File: config.mk
export PLATFORM = sky130hd
export DESIGN_NAME = reg_pipe
export DESIGN_NICKNAME = d
export VERILOG_FILES = /design/src/rtl/reg_pipe.sv
export SDC_FILE = /design/constraint.sdc
export NUM_CORES = 1
export LEC_CHECK = 0
export BUFFER_PORTS_ARGS = -buffer_cell sky130_fd_sc_hd__buf_2
export CAP_MARGIN = 20
export CORE_MARGIN = 1
export CORE_UTILIZATION = 50
export CTS_BUF_LIST = sky130_fd_sc_hd__clkbuf_2
export CTS_CLUSTER_DIAMETER = 50
export DETAILED_ROUTE_END_ITERATION = 8
export HOLD_SLACK_MARGIN = 0.1
export PLACE_DENSITY = 0.78
export SLEW_MARGIN = 20
export SYNTH_ARGS = -nofsm -noshare
export SYNTH_HDL_FRONTEND = slang
export SYNTH_SLANG_ARGS = --single-unit
File: constraint.sdc
create_clock -name clk -period 9.4 [get_ports clk]
set_clock_uncertainty 0.2 [all_clocks]
set_input_delay 1.41 -clock clk [delete_from_list [all_inputs] [get_ports clk]]
set_output_delay 1.41 -clock clk [all_outputs]
set_load 0.02 [all_outputs]
File: src/rtl/reg_pipe.sv
// reg_pipe: DEPTH-stage operand delay line with a runtime-selected tap.
//
// Each stage carries a valid tag alongside its data. A saturating fill counter
// tracks how many shifts have happened since the last reset or flush, so the
// selected tap can report whether it holds freshly shifted data (primed).
//
// Ports:
//   clk        clock, all state updates on the rising edge
//   rst        synchronous active-high reset (stages <= RSTVAL, tags/fill cleared)
//   CE         shift enable; when low every stage holds
//   flush      clears valid tags and fill; data stages hold, no shift
//   data       data into stage 0
//   valid_in   valid tag accompanying data
//   tap        selected latency in cycles, 0 = combinational bypass, clamps at DEPTH
//   out        data at the selected tap
//   valid_out  valid tag at the selected tap (not qualified by primed)
//   primed     selected tap holds data shifted in since the last reset or flush
module reg_pipe #(
    parameter int unsigned    N      = 18,
    parameter int unsigned    DEPTH  = 4,
    parameter int unsigned    TAPW   = $clog2(DEPTH + 1),
    parameter logic [N-1:0]   RSTVAL = '0
) (
    input  logic            clk,
    input  logic            rst,
    input  logic            CE,
    input  logic            flush,
    input  logic [N-1:0]    data,
    input  logic            valid_in,
    input  logic [TAPW-1:0] tap,
    output logic [N-1:0]    out,
    output logic            valid_out,
    output logic            primed
);

    logic [N-1:0]     stage_q [DEPTH];
    logic [DEPTH-1:0] vld_q;
    logic [TAPW-1:0]  fill_q;
    logic [TAPW-1:0]  eff_tap;

    // Priority: rst, then flush, then CE.
    always_ff @(posedge clk) begin
        if (rst) begin
            for (int k = 0; k < int'(DEPTH); k++) begin
                stage_q[k] <= RSTVAL;
            end
            vld_q  <= '0;
            fill_q <= '0;
        end else if (flush) begin
            vld_q  <= '0;
            fill_q <= '0;
        end else if (CE) begin
            stage_q[0] <= data;
            vld_q[0]   <= valid_in;
            for (int k = 1; k < int'(DEPTH); k++) begin
                stage_q[k] <= stage_q[k-1];
                vld_q[k]   <= vld_q[k-1];
            end
            if (fill_q != TAPW'(DEPTH)) begin
                fill_q <= fill_q + 1'b1;
            end
        end
    end

    // Taps above DEPTH behave as the deepest stage.
    always_comb begin
        eff_tap = tap;
        if (tap > TAPW'(DEPTH)) begin
            eff_tap = TAPW'(DEPTH);
        end
    end

    // Tap 0 is a pure bypass; otherwise a decoded mux avoids an index wider
    // than the stage array needs.
    always_comb begin
        out       = data;
        valid_out = valid_in;
        primed    = 1'b1;
        if (eff_tap != '0) begin
            primed = (fill_q >= eff_tap);
            for (int k = 0; k < int'(DEPTH); k++) begin
                if (eff_tap == TAPW'(k + 1)) begin
                    out       = stage_q[k];
                    valid_out = vld_q[k];
                end
            end
        end
    end

endmodule
After elaboration in Yosys (flattened, before gate mapping)
Memory sizes are Yosys's and may differ from the RTL's.
Index checks and enable logic that the tools add are counted.
W data, S select, Z words.
- div/mod/pow operators: 0
- reductions and logical operators: 3
- magnitude comparators: 2
- eq/ne operators: 5
- multiplexer cells: 22
- multipliers: 0
- add/subtract/negate cells: 1
- bitwise operators: 4
- shift-type cells: 0
- operators by type and width (operator ; count):
    $mux W18 ; 9
    $mux W1 ; 12
    $eq A3 B2 Y1 const B ; 2
    $or A1 B1 Y1 ; 4
    $add A3 B1 Y3 const B ; 1
    $eq A3 B1 Y1 const B ; 1
    $eq A3 B3 Y1 const B ; 1
    $ge A3 B3 Y1 ; 1
    $gt A3 B3 Y1 const B ; 1
    $mux W3 ; 1
    $ne A3 B3 Y1 const B ; 1
    $reduce_bool A3 Y1 ; 1
    $reduce_and A2 Y1 ; 1
    $reduce_or A2 Y1 ; 1
- word-level logic and storage cells: 40
- RAM bits: 72
- output and inout bits: 20
- latch bits: 0
- ROM bits: 0
- memories kept: 1
- register bits after elaboration: 7
- input bits: 26
- memories (memory ; depth ; bits a word ; rd ports ; clocked after Yosys merged registers in ; write ports ; line ; RTL):
    stage_q ; 4 ; 18 ; 4 ; 0 ; 4 ; 36 ; logic [N-1:0] stage_q [DEPTH];

Longest topological paths before layout
Gate-level depths: netlist of run 1.
- depth after elaboration: 8
- depth in mapped cells: 6
- mapped depth without buffers: 5

Least setup slack after synthesis of run 1
Ideal clock, no wire load.
- path type: input port to flip-flop
- from: input port CE
- to: memory stage_q[0][0] (enable)
- slack: 3596 ps
- library setup time: 517 ps
- data arrival time: 5087 ps
- buffers on the path: 1
- cell stages on the path: 3
- required time: 8683 ps
- path through: buf_2 -> inv_1 -> o21bai_1
- RTL lines (what ; line ; RTL):
    start: declaration ; 26 ; input logic CE,
    end: declaration ; 36 ;

Final worst setup path of run 1
- from: input port tap[2]
- to: output port primed
- cells in the longest elaborated chain, start to end: 4
- elaborated cells on any way between the ends: 5
- classes of those cells: 2 x order compare; 2 x mux; 1 x reduce/logical
- RTL lines (what ; line ; RTL):
    start: declaration ; 30 ; input logic [TAPW-1:0] tap,
    $gt A3 B3 Y1 ; 68 ; if (tap > TAPW'(DEPTH)) begin
    $mux W3 * ; 68 ;
    $ge A3 B3 Y1 / $reduce_bool A3 Y1 (equally long branches) ; 80, 79 ;
    $mux W1 * ; 79 ; if (eff_tap != '0) begin
    end: declaration ; 33 ; output logic primed
Every way passes the cells marked *; elsewhere a longest branch is shown, timed or not.

==> results of run 1 <==
==> routing by layer <==
| layer | share of wire, % | track usage (%) | vias to the layer above |
|---|---|---|---|
| met3 | 4.2 | 6.37 | 8 |
| met4 | 1.0 | 3.61 | 0 |
| met2 | 47 | 31.0 | 54 |
| li1 | - | - | 1153 |
| met1 | 48 | 25.6 | 1122 |
| met5 | 0 | 0 | - |
==> worst max path at each step <==
| stage | cells after the start | to |
|---|---|---|
| after global placement | 7 | primed |
| after CTS | 7 | primed |
| final | 7 | primed |
| after detailed placement | 7 | primed |
| after global routing | 7 | primed |
| after floorplan | 3 | stage_q[0][0]$_SDFFCE_PN0P_ |
==> synth_stat cells <==
master / n
xnor2_1: 1
mux2_2: 19
and2_1: 72
edfxtp_1: 72
dfxtp_1: 7
buf_4: 2
nand2b_1: 2
clkbuf_1: 3
nor2_8: 1
o21ai_1: 1
or2_1: 1
inv_1: 4
nor2_1: 25
or2_2: 1
a21boi_1: 1
nor3_1: 1
a211oi_1: 19
a31oi_1: 1
buf_6: 8
a21oi_1: 2
and4b_1: 1
a21o_1: 1
mux2i_1: 5
ha_1: 3
nor2b_1: 20
buf_2: 8
o21bai_1: 1
o22ai_1: 19
==> flip-flops by register name (all words and copies together) (netlist names) <==
signal and count:
stage_q 72, vld_q 4, fill_q 3
==> layout make-up <==
class                           instances  share of cell area (%)
Sequential cell                        79                    55.0
Multi-Input combinational cell        197                    32.4
Clock buffer                           11                    1.31
Timing Repair Buffer                   47                    5.74
Inverter                                4                   0.359
Tap cell                               99                    2.96
Clock inverter                          4                    2.27
==> power breakdown <==
| part | internal (mW) | leakage (nW) | switching, mW | total [mW] |
|---|---|---|---|---|
| Sequential | 0.405 | 0.818 | 0.00922 | 0.415 |
| Clock | 0.115 | 0.0920 | 0.110 | 0.225 |
| Combinational | 0.0323 | 0.737 | 0.0502 | 0.0825 |
==> cell families (layout without fill, tap and decap cells) <==
family | after synthesis | in the layout | share of synthesized area, %
AND/OR/NAND/NOR | 124 | 124 | 19.1
AO/OA/AOI/OAI | 45 | 45 | 7.99
flip-flops | 79 | 79 | 60.3
buffers and inverters | 25 | 66 | 4.49
multiplexers | 24 | 24 | 6.91
adder cells (fa/ha/maj) | 3 | 3 | 0.983
XOR/XNOR | 1 | 1 | 0.229
==> worst max-delay path: stages <==
cell and delay [ns]:
buf_2 0.12, inv_1 0.55, ha_1 0.38, a21oi_1 0.15
o21ai_1 0.09, a21o_1 0.20, buf_2 0.15
==> cell usage in the layout, fill, tap and decap left out, drive strengths merged, types with 2 or more instances in the layout <==
cell type / Yosys / routed
and2: 72 / 72
mux2: 19 / 19
or2: 2 / 2
dfxtp: 7 / 7
ha: 3 / 3
nor2b: 20 / 20
bufinv: 0 / 3
edfxtp: 72 / 72
nand2b: 2 / 2
inv: 4 / 4
buf: 18 / 47
mux2i: 5 / 5
o22ai: 19 / 19
a21oi: 2 / 2
nor2: 26 / 26
a211oi: 19 / 19
clkbuf: 3 / 11
==> results.toml, run 1 <==
[run_status]
status = "finished, final reports clean"

[sta]
post-route-min-period_ns = 4.66
finalCritPeriodShare_pct = 49.6
rsz0062_at_grt = "no"
hold_viol_final = 0
setup_violations = 0
whs_ns = 0.341
maxSlewHeadroom_pct = 39.4
max_freq_mhz = 215
slew_violations = 0
tightest_slew_ns = 0.909
setup_slack_ns = 4.74
setup_tns_ns = 0

[placement]
gp_congestion = 0.724
placement.io_buffers = 45
place_ws_ns = 4.73
dp.cells = 426
dpl_cell_area_um2 = 4040
place_hpwl_um = 4070

[route]
wirelength_um = 6920
drc_errors = 0
drt-initial-drc-count = 171
vias = 2337
routedWlPerCell_um = 15.7
antenna_left = 0
drt_first_pass_iters = 4
via_per_inst = 5.30

[die]
start_util_pct = 52.1
die_x_um = 89.4
core_area_um2 = 7330
io_pins = 46
rows = 31
dieArea_um2 = 7990
die_h_um = 89.4

[power]
power_density_nw_per_um2 = 172
totalPowerFinal_mw = 0.722
max-vdd-ir-drop_mv = 0.108
total_leakage_power_nw = 1.65

[min_path]
min_to = "vld_q[3]$_SDFFE_PP0P_"
min_path_cells = 2
hp-start = "vld_q[3]$_SDFFE_PP0P_"
worstHoldPathType = "flip-flop to flip-flop"

[setup_path]
r2r_slack_ns = 7.89
r2r_end = "fill_q[1]$_SDFFE_PP0P_"
crit_arrival_ns = 3.05
critPathKind = "input port to output pin"
r2r_start = "fill_q[1]$_SDFFE_PP0P_"
worst_ep_required_time_ns = 7.79
cp-start-kind = "input port"
crit_start = "tap[2]"
critPathCaptureType = "output pin"
worstRegToRegCells = 5
path_max_fanout = 20

[finish]
final_net_count = 367
n_antenna_cell = 0
multiInputGateArea_um2 = 1360
seqCellArea_um2 = 2300
layout.cells.non_filler = 441
fillers = 614
syn_to_final_growth_pct = 9.67
drive_gt1_share_pct = 24.6
postLayoutCoreUtil_pct = 57.1
design_area_um2 = 4190

[clock_tree]
clkSlewWorstSetupHoldPaths_ns = 0.21
cts_made_buffers = 9
htreeDepth = 3
hold_buffers = 0
ctsResizeCount = 0
cts_sinks = 79
insertion_delay_ns = 0.49
ctsLongestPathBuffers = 2
cts_root_buffer = "clkbuf_2"
post_cts.repair.setup_buffers = 0
cts_tree = "yes"

[grt]
overflow = 0
grt_pass1_wl_um = 11300
grt_pass1_vias = 2342
grt_max_degree = 73
antenna_found_initial = 0
grt_usage_pct = 19.2

[logic_synthesis]
synth_nets = 330
synth_seq_area_share_pct = 60.3
yosys.area.top_type_share_pct = 56.6
ys_warn_count = 0
synth.distinct_cells = 28
netlist_top_cells_area = "edfxtp_1 57%, and2_1 12%, mux2_2 5.6%"
yosysTopAreaCell = "edfxtp_1"
synth_area_per_cell_um2 = 12.7
syn-cell-area_um2 = 3820
postSynthCellCount = 301
synth-seq-cells = 79

[job]
cap_violations = 0
(Power assumes the default switching activity.)
==> inputs of run 2 (changes only) <==
Settings changed: PLACE_DENSITY 0.78 to 0.81.
Clock period 9.4 ns to 4.18 ns, I/O delays scaled along.
==> results.toml, run 2 (synthesized netlist as in run 1, its figures left out) <==
[run_status]
status = "finished, final reports clean"

[placement]
gp_congestion = 0.690
place_hpwl_um = 4130
dpl_cell_area_um2 = 4060
placement.io_buffers = 45
dp.cells = 429

[setup_path]
path_cells = "buf_2 -> buf_4 -> mux2_2 -> o22ai_1 -> nor2_1 -> buf_2"
path_max_fanout = 60
crit_arrival_ns = 2.01
cpPeakStageDelay_ns = 0.51
path_buf_inv = 3
worst_ep_required_time_ns = 3.35
cp_slowest_cell = "buf_4"
path_common_cell = "buf_2"
critPathCaptureType = "output pin"
cp-start-kind = "input port"
critPathKind = "input port to output pin"
crit_family = "buffers and inverters"

[clock_tree]
cts_root_buffer = "clkbuf_2"
ctsResizeCount = 0
ctsLongestPathBuffers = 2
cts_made_buffers = 9
insertion_delay_ns = 0.52
htreeDepth = 3
cts_sinks = 79
clkSlewWorstSetupHoldPaths_ns = 0.23
cts_tree = "yes"
hold_buffers = 0
post_cts.repair.setup_buffers = 0

[grt]
antenna_found_initial = 0
grt_usage_pct = 18.6
grt_max_degree = 73
grt_pass1_vias = 2206
overflow = 0
grt_pass1_wl_um = 10900

[route]
drc_errors = 0
via_per_inst = 5.29
drt_first_pass_iters = 4
vias = 2352
drt-initial-drc-count = 188
routedWlPerCell_um = 15.5
wirelength_um = 6900
antenna_left = 0

[sta]
setup_tns_ns = 0
finalCritPeriodShare_pct = 67.8
setup_violations = 0
maxSlewHeadroom_pct = 52.6
post-route-min-period_ns = 2.83
rsz0062_at_grt = "no"
slew_violations = 0
max_freq_mhz = 353
tightest_slew_ns = 0.712
hold_viol_final = 0

[die]
dieArea_um2 = 7990
io_pins = 46
rows = 31
core_area_um2 = 7330
start_util_pct = 52.1
die_h_um = 89.4
die_x_um = 89.4

[finish]
syn_to_final_growth_pct = 9.24
drive_gt1_share_pct = 25.1
final_net_count = 370
postLayoutCoreUtil_pct = 56.9
layout.cells.non_filler = 445
n_antenna_cell = 0
reg_top3 = "stage_q x72, vld_q x4, fill_q x3"
layout_common_cells = "72 x and2_1, 72 x edfxtp_1, 45 x buf_2, 25 x nor2_1, 20 x nor2b_1"
largest_register = "stage_q"
largest_reg_flops = 72
design_area_um2 = 4170

[power]
total_leakage_power_nw = 1.64
switching_share_pct = 26.2
p_seq_share_pct = 61.2
power_density_nw_per_um2 = 365
p_clk_share_pct = 26.6
p_sw_mw = 0.399
max-vdd-ir-drop_mv = 0.265
combPwrFrac_pct = 12.2
p_int_mw = 1.12

[min_path]
worstHoldPathType = "input port to flip-flop"

[job]
cap_violations = 0
-- run 2: power groups by stage --
stage / Clock (mW) / Sequential (mW) / Combinational (mW)
6_report: 0.405 / 0.933 / 0.185
5_1_grt: 0.447 / 0.938 / 0.203
4_1_cts: 0.412 / 0.933 / 0.188
3_5_place_dp: 0 / 0.949 / 0.188
3_3_place_gp: 0 / 0.948 / 0.184
2_1_floorplan: 0 / 0.943 / 0.137
-- run 2: worst paths after layout --
kind	depth (start not counted)	end	startpoint	slack (ns)
setup / recovery	6	out[16]	tap[1]	1.35
hold / removal	2	stage_q[0][15]$_SDFFCE_PN0P_	data[15]	0.17
setup reg to reg	5	fill_q[1]$_SDFFE_PP0P_	fill_q[0]$_SDFFE_PP0P_	2.66
hold reg to reg	2	vld_q[3]$_SDFFE_PP0P_	vld_q[3]$_SDFFE_PP0P_	0.34
-- run 2: final cells by class --
class | instances | area (µm²)
fill | 611 | 3160
tap | 99 | 124
clock buffer | 10 | 50.0
sequential | 79 | 2300
timing repair buffer | 50 | 263
inverter | 4 | 15.0
clock inverter | 6 | 61.3
multi-input combinational | 197 | 1360
-- run 2: per-stage QoR --
| stage | total power [mW] | setup slack (ns) | hold slack [ns] |
|---|---|---|---|
| final | 1.52 | 1.35 | 0.168 |
| after global routing | 1.59 | 1.28 | 0.120 |
| after CTS | 1.53 | 1.34 | 0.144 |
| after detailed placement | 1.14 | 1.33 | 0.293 |
| after global placement | 1.13 | 1.36 | 0.281 |
| after floorplan | 1.08 | 0.684 | 0.261 |
-- run 2: per-layer routing --
layer / share of wire (%) / wire length [µm] / global-route usage [%]
met1: 50 / 3420 / 25.7
met2: 45 / 3080 / 28.7
met3: 4.1 / 281 / 3.60
met4: 1.8 / 125 / 8.66
met5: 0 / 0 / 0
